## config.mk

```make
export PLATFORM = sky130hd
export DESIGN_NAME = pwm_tick_gen
export DESIGN_NICKNAME = d
export VERILOG_FILES = /design/src/rtl/pwm_tick_gen.sv
export SDC_FILE = /design/constraint.sdc
export NUM_CORES = 1
export LEC_CHECK = 0
export BUFFER_PORTS_ARGS = -buffer_cell sky130_fd_sc_hd__buf_2
export CORE_MARGIN = 5
export CORE_UTILIZATION = 55
export CTS_CLUSTER_DIAMETER = 60
export DETAILED_ROUTE_END_ITERATION = 10
export PLACE_DENSITY = 0.76
export SLEW_MARGIN = 10
export SYNTH_ARGS = -nofsm -noshare
export SYNTH_HDL_FRONTEND = slang
export SYNTH_SLANG_ARGS = --single-unit
export TNS_END_PERCENT = 50
```

## constraint.sdc

```tcl
create_clock -name clk -period 2.9 [get_ports clk]
set_input_delay 0.58 -clock clk [delete_from_list [all_inputs] [get_ports clk]]
set_output_delay 0.58 -clock clk [all_outputs]
set_load 0.02 [all_outputs]
```

## src/rtl/pwm_tick_gen.sv

```systemverilog
// PWM generator driven by an external tick strobe; period/duty updates are
// double-buffered and only take effect at a period wrap or on start-up.
module pwm_tick_gen #(
  parameter int WIDTH = 8
) (
  input  logic             clk,
  input  logic             rst,
  input  logic             tick,
  input  logic             en,
  input  logic             load,
  input  logic [WIDTH-1:0] period_in,
  input  logic [WIDTH-1:0] duty_in,
  output logic             pwm_out,
  output logic             cycle_done,
  output logic             pending
);

  typedef enum logic {IDLE, RUN} state_t;

  state_t           state, state_nxt;
  logic [WIDTH-1:0] cnt, cnt_nxt;
  logic [WIDTH-1:0] p_act, p_act_nxt, d_act, d_act_nxt;
  logic [WIDTH-1:0] p_shd, p_shd_nxt, d_shd, d_shd_nxt;
  logic             pending_nxt, pwm_nxt, done_nxt, apply;

  always_comb begin
    state_nxt   = state;
    cnt_nxt     = cnt;
    p_act_nxt   = p_act;
    d_act_nxt   = d_act;
    p_shd_nxt   = p_shd;
    d_shd_nxt   = d_shd;
    pending_nxt = pending;
    pwm_nxt     = 1'b0;
    done_nxt    = 1'b0;
    apply       = 1'b0;

    case (state)
      IDLE: begin
        if (en) begin
          state_nxt = RUN;
          cnt_nxt   = '0;
          apply     = pending;
        end
      end
      RUN: begin
        if (!en) begin
          // Disable wins over a coincident wrap: no cycle_done on the way out.
          state_nxt = IDLE;
          cnt_nxt   = '0;
        end else begin
          pwm_nxt = (cnt < d_act);
          if (tick) begin
            if (cnt == p_act) begin
              cnt_nxt  = '0;
              done_nxt = 1'b1;
              apply    = pending;
            end else begin
              cnt_nxt = cnt + WIDTH'(1);
            end
          end
        end
      end
    endcase

    // Apply reads the old shadow; a same-cycle load re-arms pending afterwards.
    if (apply) begin
      p_act_nxt   = p_shd;
      d_act_nxt   = d_shd;
      pending_nxt = 1'b0;
    end
    if (load) begin
      p_shd_nxt   = period_in;
      d_shd_nxt   = duty_in;
      pending_nxt = 1'b1;
    end
  end

  always_ff @(posedge clk or posedge rst) begin
    if (rst) begin
      state      <= IDLE;
      cnt        <= '0;
      p_act      <= '0;
      d_act      <= '0;
      p_shd      <= '0;
      d_shd      <= '0;
      pending    <= 1'b0;
      pwm_out    <= 1'b0;
      cycle_done <= 1'b0;
    end else begin
      state      <= state_nxt;
      cnt        <= cnt_nxt;
      p_act      <= p_act_nxt;
      d_act      <= d_act_nxt;
      p_shd      <= p_shd_nxt;
      d_shd      <= d_shd_nxt;
      pending    <= pending_nxt;
      pwm_out    <= pwm_nxt;
      cycle_done <= done_nxt;
    end
  end

endmodule

```

==> summary.txt, run 1 <==
Status
  – Status: completed

Floorplanning
  – Row Count: 22
  – Io pins: 24
  – Die ar.: roughly 5200 µm²
  – Height of the die: just over 70 µm
  – Initial Util: 57.7%
  – Die Wd: a little over 70 µm
  – CORE AREA: roughly 3700 µm²

Synth
  – Top-area cell type share of the netlist area: approximately half
  – Post-synthesis compound-gate area fraction: 8.28%
  – Synth Net Count: roughly 200
  – Top-count cell post-synth: dfrtp_1
  – Synth cell types: 36
  – Main combinational cell family by area after synthesis: multiplexers
  – Synth warn: 0
  – Synth Instances: 170
  – Synth Area in Simple Gates: a little over a tenth
  – #FFs+latches synth: between 40 and 50
  – Number of synthesized flops with an enable pin: 0
  – Async SR Flop Fraction: 100%
  – Yosys top cell by area: dfrtp_1
  – Post-synthesis mux area share: a little under a fifth
  – Syn Std Cell Area: approximately 2100 µm²
  – Sequential-to-total area share from yosys stat: 51.3%
  – Syn_area_per_cell: roughly 13 µm²
  – Post-Synth Adder-Cell Area: under 10%
  – Post-Synth XOR/XNOR Area: under 10%
  – Commonest cells post-synth: 44 x dfrtp_1, 22 x mux2_2, 10 x mux2_4
  – Ys flop type: dfrtp_1
  – Area contributors post-synth: dfrtp_1 51%, mux2_2 12%, mux2_4 7.0%, ha_1 4.7%, xnor2_1 3.3%

Clocking
  – Root Buffer: clkbuf_8
  – Post-CTS Setup Inserts: 0
  – Reg clk slew, reported paths: approximately 80 ps
  – Clk_lat worst skew: 300 ps
  – Hold Buf Count CTS: 0
  – CTS tree: yes
  – Post-cts sizing count: 0
  – Clk buf depth: 2
  – H-tree Lvls: 2
  – # clock sinks: 44
  – CTS Buf Count: 5

Critical path
  – Critical path launch point: cnt[4]
  – Crit end category: register
  – Setup CP Type: register to register
  – FF-to-FF End: cnt[7]
  – CP required: between 3000 and 4000 ps
  – Critical path endpoint: cnt[7]
  – Worst Path Arrival: ~2400 ps
  – R2r startpoint: cnt[4]
  – Worst Reg-to-Reg Cells: 5
  – Startpoint types: register
  – R2R Setup Slk: roughly 720 ps
  – Crit path max fanout: 12

Timing
  – Slew headroom: ~43%
  – RSZ-0062 raised after global routing: false
  – Final Hold Vio Count: 0
  – Max Clk Rate: approximately 460 MHz
  – Final TNS setup: 0 ps
  – Min Tclk post-route: between 2000 and 2500 ps
  – Final setup viols: 0
  – Worst-margin pin slew: ~850 ps
  – Ratio of final minimum period to clock period: between 70% and 80%
  – Fin. max-slew vios: 0
  – Clock Skew: 9.69 ps
  – Setup ws final: roughly 720 ps

GRT
  – Global-route wire length before repair: 7030 µm
  – Initial antenna violation count: 0
  – Vias in the first global route: 1470
  – GR Util All Layers: ~18%
  – Largest net degree at the start of global routing: 25
  – GRT overflow: 0

Routing
  – TritonRoute pass-1 iters: 4
  – Vias per inst: ~5.8
  – ANT nets after route: 0
  – DR iter-0 viols: around 170
  – DRC errors left: 0
  – Wire per inst: 16.5 µm
  – Via count of the routed design: around 1400
  – Post-Route WL: between 4000 and 5000 µm

Cells and area
  – Filler instances: just under 300
  – FF/Latch Area: between 1000 and 1500 µm²
  – Post-route cell area: 2400 µm²
  – Antenna diodes: 0
  – Area of the multi-input gates: around 980 µm²
  – Final cell utilization of the core: approximately 65%
  – Area growth, synth to finish: 11.9%
  – Share of layout cells above drive strength 1: between 30% and 40%
  – Final #Nets: 224

Power and ir drop
  – Peak supply drop: around 330 µV
  – Power Total: approximately 0.0014 W
  – Static Leak: 1.16 nW
  – Pwr/cell area: 580 nW/µm²

Placement
  – Post-Place Setup Slack: ~830 ps
  – # port buffers: 23
  – Post-DP Area: around 2300 µm²
  – DP HPWL: slightly above 3000 µm
  – GPL Wtd Cong: approximately 1

Run
  – Max cap viols: 0

Min path
  – HP Class: primary input to asynchronous set/reset pin
## routing by layer
layer	track usage, %	vias up	part of all wire (%)
met5	0	-	0
met4	7.38	0	2.1
met3	5.12	10	4.6
met2	28.9	36	50
met1	21.5	697	43
li1	-	660	-
## where the power goes
| part | switching [W] | leakage (nW) | total, W | internal [W] |
|---|---|---|---|---|
| Sequential | 0.0000577 | 0.535 | 0.000754 | 0.000697 |
| Clock | 0.000202 | 0.0510 | 0.000392 | 0.000190 |
| Combinational | 0.000102 | 0.577 | 0.000245 | 0.000143 |
## area by class of cell
| cell class | count | share of cell area, % |
|---|---|---|
| Inverter | 9 | 1.41 |
| Sequential cell | 44 | 45.9 |
| Clock inverter | 2 | 0.417 |
| Tap cell | 48 | 2.50 |
| Timing Repair Buffer | 24 | 5.63 |
| Clock buffer | 6 | 3.44 |
| Multi-Input combinational cell | 111 | 40.7 |
## flip-flops by register name, summed over array words and instances, names as in the netlist
signal	cells
cnt	8
pwm_out	1
state	1
d_shd	8
cycle_done	1
pending	1
p_shd	8
d_act	8
p_act	8
## critical path, stage by stage, from the launching register on
cell     delay (ps)
dfrtp_1         470
xnor2_1         210
nand4_1         200
nor2_1          580
o21ai_0         230
a221o_1         360
## worst min-delay path by stage
stage                     depth (start not counted)  slack [ps]  endpoint     start
final                                             2         440  d_shd[5]       rst
after global routing                              1         460     state        en
after CTS                                         1         450     state        en
after detailed placement                          1         490  p_act[1]  p_shd[1]
after global placement                            1         490  d_act[1]  d_shd[1]
after floorplan                                   1         480  d_act[0]  d_shd[0]
## cells by family after synthesis
family                     after synthesis
AOI/OAI and AO/OA                       23
xor gates and xnor gates                 8
adders and majority gates                8
buffers and inverters                   15
DFF                                     44
muxes                                   32
and+or+nand+nor                         40
## cell usage in the layout, fill, tap and decap left out, types with 4 or more instances in the layout
cell       n
ha_1       8
a21o_1     5
mux2_4    10
inv_1      9
and3_1     4
buf_2     23
nand3_1    6
nor2_1     8
mux2_2    22
nand2_1    6
dfrtp_1   44
xnor2_1    8
o21ai_0    5
clkbuf_8   6
## metrics by stage
stage,cells,hold WS (ps)
2_1_floorplan,170,477
3_3_place_gp,236,487
3_5_place_dp,236,492
4_1_cts,244,455
5_1_grt,244,456
6_report,244,443
No activity file was read; power rests on OpenSTA's default activity.
==> run 2, diff against run 1 <==
--- a/config.mk
+++ b/config.mk
@@ -7,10 +7,10 @@
 export LEC_CHECK = 0
 export BUFFER_PORTS_ARGS = -buffer_cell sky130_fd_sc_hd__buf_2
 export CORE_MARGIN = 5
-export CORE_UTILIZATION = 55
+export CORE_UTILIZATION = 52
 export CTS_CLUSTER_DIAMETER = 60
 export DETAILED_ROUTE_END_ITERATION = 10
-export PLACE_DENSITY = 0.76
+export PLACE_DENSITY = 0.75
 export SLEW_MARGIN = 10
 export SYNTH_ARGS = -nofsm -noshare
 export SYNTH_HDL_FRONTEND = slang
==> constraint.sdc (replaced) <==
create_clock -name clk -period 2 [get_ports clk]
set_input_delay 0.4 -clock clk [delete_from_list [all_inputs] [get_ports clk]]
set_output_delay 0.4 -clock clk [all_outputs]
set_load 0.02 [all_outputs]
==> run 2 against run 1 <==
- via count increased by 0.50%
- final cell count increased by 3.3%
- hold slack got worse by 320 ps
- clock skew decreased by 4.1 ps
- first-iteration DRC count decreased by 49%
- clock-buffer cell count increased by 1
- sequential share of layout area decreased by 1.1 points
- die area increased by 5.0%
- critical path depth increased by 1
- core utilization decreased by 3.1 points
- power increased by 47%
- largest power group unchanged
==> summary.txt, run 2 (same netlist as run 1, synthesis figures left out) <==
Run
  – Max cap viols: 0 (unchanged)

Cells and area
  – Area growth, synth to finish: 14.6%
  – Commonest non-fill, non-tap cell in the layout: dfrtp_1
  – Post-route cell area: 2460 µm² (+2.5%)
  – Share of layout cells above drive strength 1: 36.6% (+1.9 points)
  – Most frequent cells in the layout: 44 x dfrtp_1, 23 x buf_2, 22 x mux2_2
  – Final #Nets: 231 (+3.1%)
  – Final cell utilization of the core: 61.5% (-3.1 points)
  – Antenna diodes: 0 (unchanged)

Critical path
  – R2r startpoint: cnt[4]
  – Critical path launch point: cnt[4]
  – Crit end category: register
  – Startpoint types: register
  – Crit path max fanout: 16 (+4)
  – Worst Path Arrival: 2010 ps (-350 ps)
  – CP required: 2180 ps (-900 ps)
  – Setup CP Type: register to register

Routing
  – ANT nets after route: 0 (unchanged)
  – Vias per inst: 5.60 (-2.7%)
  – TritonRoute pass-1 iters: 4 (unchanged)
  – DRC errors left: 0 (unchanged)
  – Wire per inst: 16.5 µm (-0.17%)
  – Via count of the routed design: 1410 (+0.50%)
  – Post-Route WL: 4160 µm (+3.1%)
  – DR iter-0 viols: 89 (-49%)

GRT
  – Global-route wire length before repair: 7140 µm (+1.6%)
  – Initial antenna violation count: 0 (unchanged)
  – GR Util All Layers: 17.4% (-0.11 points)
  – Vias in the first global route: 1536 (+4.5%)
  – GRT overflow: 0 (unchanged)
  – Largest net degree at the start of global routing: 24 (-4.0%)

Min path
  – HP Class: primary input to asynchronous set/reset pin

Floorplanning
  – Io pins: 24 (unchanged)
  – Initial Util: 53.6% (-4.1 points)
  – CORE AREA: 4000 µm² (+7.6%)
  – Die ar.: 5510 µm² (+5.0%)
  – Row Count: 23 (+4.5%)
  – Height of the die: 74.2 µm (+2.5%)
  – Die Wd: 74.2 µm (+2.5%)

Timing
  – RSZ-0062 raised after global routing: false
  – Final Hold Vio Count: 0 (unchanged)
  – Fin. max-slew vios: 0 (unchanged)
  – Ratio of final minimum period to clock period: 91.9% (+17 points)
  – Min Tclk post-route: 1840 ps (-338 ps)
  – Final TNS setup: 0 ps (unchanged)
  – Worst-margin pin slew: 440 ps (-411 ps)
  – Max Clk Rate: 544 MHz (+18%)
  – Final setup viols: 0 (unchanged)
  – Slew headroom: 70.6% (+27 points)
  – Clock Skew: 5.62 ps (-4.07 ps)

Clocking
  – CTS Buf Count: 5 (unchanged)
  – Root Buffer: clkbuf_8
  – Hold Buf Count CTS: 0 (unchanged)
  – Post-cts sizing count: 0 (unchanged)
  – H-tree Lvls: 2 (unchanged)
  – Clk buf depth: 2 (unchanged)
  – Clk_lat worst skew: 290 ps (about the same)
  – Reg clk slew, reported paths: 80 ps (about the same)
  – # clock sinks: 44 (unchanged)
  – CTS tree: yes

Power and ir drop
  – Static Leak: 1.20 nW (+3.2%)
  – Power Total: 0.00204 W (+47%)
  – Pwr/cell area: 830 nW/µm² (+43%)
  – Peak supply drop: 641 µV (+96%)

Status
  – Status: completed

Placement
  – GPL Wtd Cong: 0.873 (-11%)
  – DP HPWL: 3220 µm (+5.0%)
  – Post-DP Area: 2340 µm² (+1.5%)
  – # port buffers: 23 (unchanged)
run 2: cell types whose count changed in the layout (fill, tap and decap cells not counted), sizes merged:
cell / change
clkinv: -2
buf: +7
clkbuf: +1
run 2: what timing repair did:
item                                    CTS  global route
hold endpoints to repair                  0             0
endpoints found under the setup margin    0             2
buffers inserted                          0             1
run 2: report_power, final:
| group | switching (W) | leakage (nW) | internal [W] |
|---|---|---|---|
| combinational | 0.000149 | 0.614 | 0.000212 |
| clock | 0.000278 | 0.0503 | 0.000307 |
| sequential | 0.0000834 | 0.535 | 0.00101 |
run 2: final cells by class:
| type | instances | area [µm²] |
|---|---|---|
| Multi-Input combinational cell | 111 | 977 |
| Clock buffer | 7 | 96.3 |
| Fill cell | 317 | 1540 |
| Sequential cell | 44 | 1100 |
| Timing Repair Buffer | 31 | 188 |
| Tap cell | 50 | 62.6 |
| Inverter | 9 | 33.8 |
run 2: critical path, cell delays in order (launching register included):
cell and delay [ps]:
dfrtp_1 450, xnor2_1 170, nand4_1 180, nor3_2 330, o21ai_4 110, buf_12 160, mux2_4 300
run 2: worst paths after layout:
path                       endpoint  depth (start not counted)  slack [ps]
max in group asynchronous  d_shd[3]                          4        1280
setup / recovery           p_act[6]                          6         160
hold reg to reg            p_act[0]                          1         500
hold / removal             p_shd[4]                          3         130
min in group clk              state                          1         280
setup reg to reg           p_act[6]                          6         160
run 2: metal layers:
metal / part of all wire [%] / track usage, % / wire, µm / vias up
met2: 51 / 29.2 / 2120 / 42
met5: 0 / 0 / 0 / -
li1: - / - / - / 668
met4: 1.2 / 6.72 / 49 / 0
met3: 5.1 / 5.27 / 211 / 4
met1: 43 / 21.2 / 1780 / 696
run 2: metrics by stage:
step                setup WS (ps)  cells  hold WS [ps]
floorplan                     308    170           431
global placement              152    244           445
detailed placement           66.1    244           453
CTS                          51.3    251           125
global route                 78.1    252           152
finish                        163    252           125
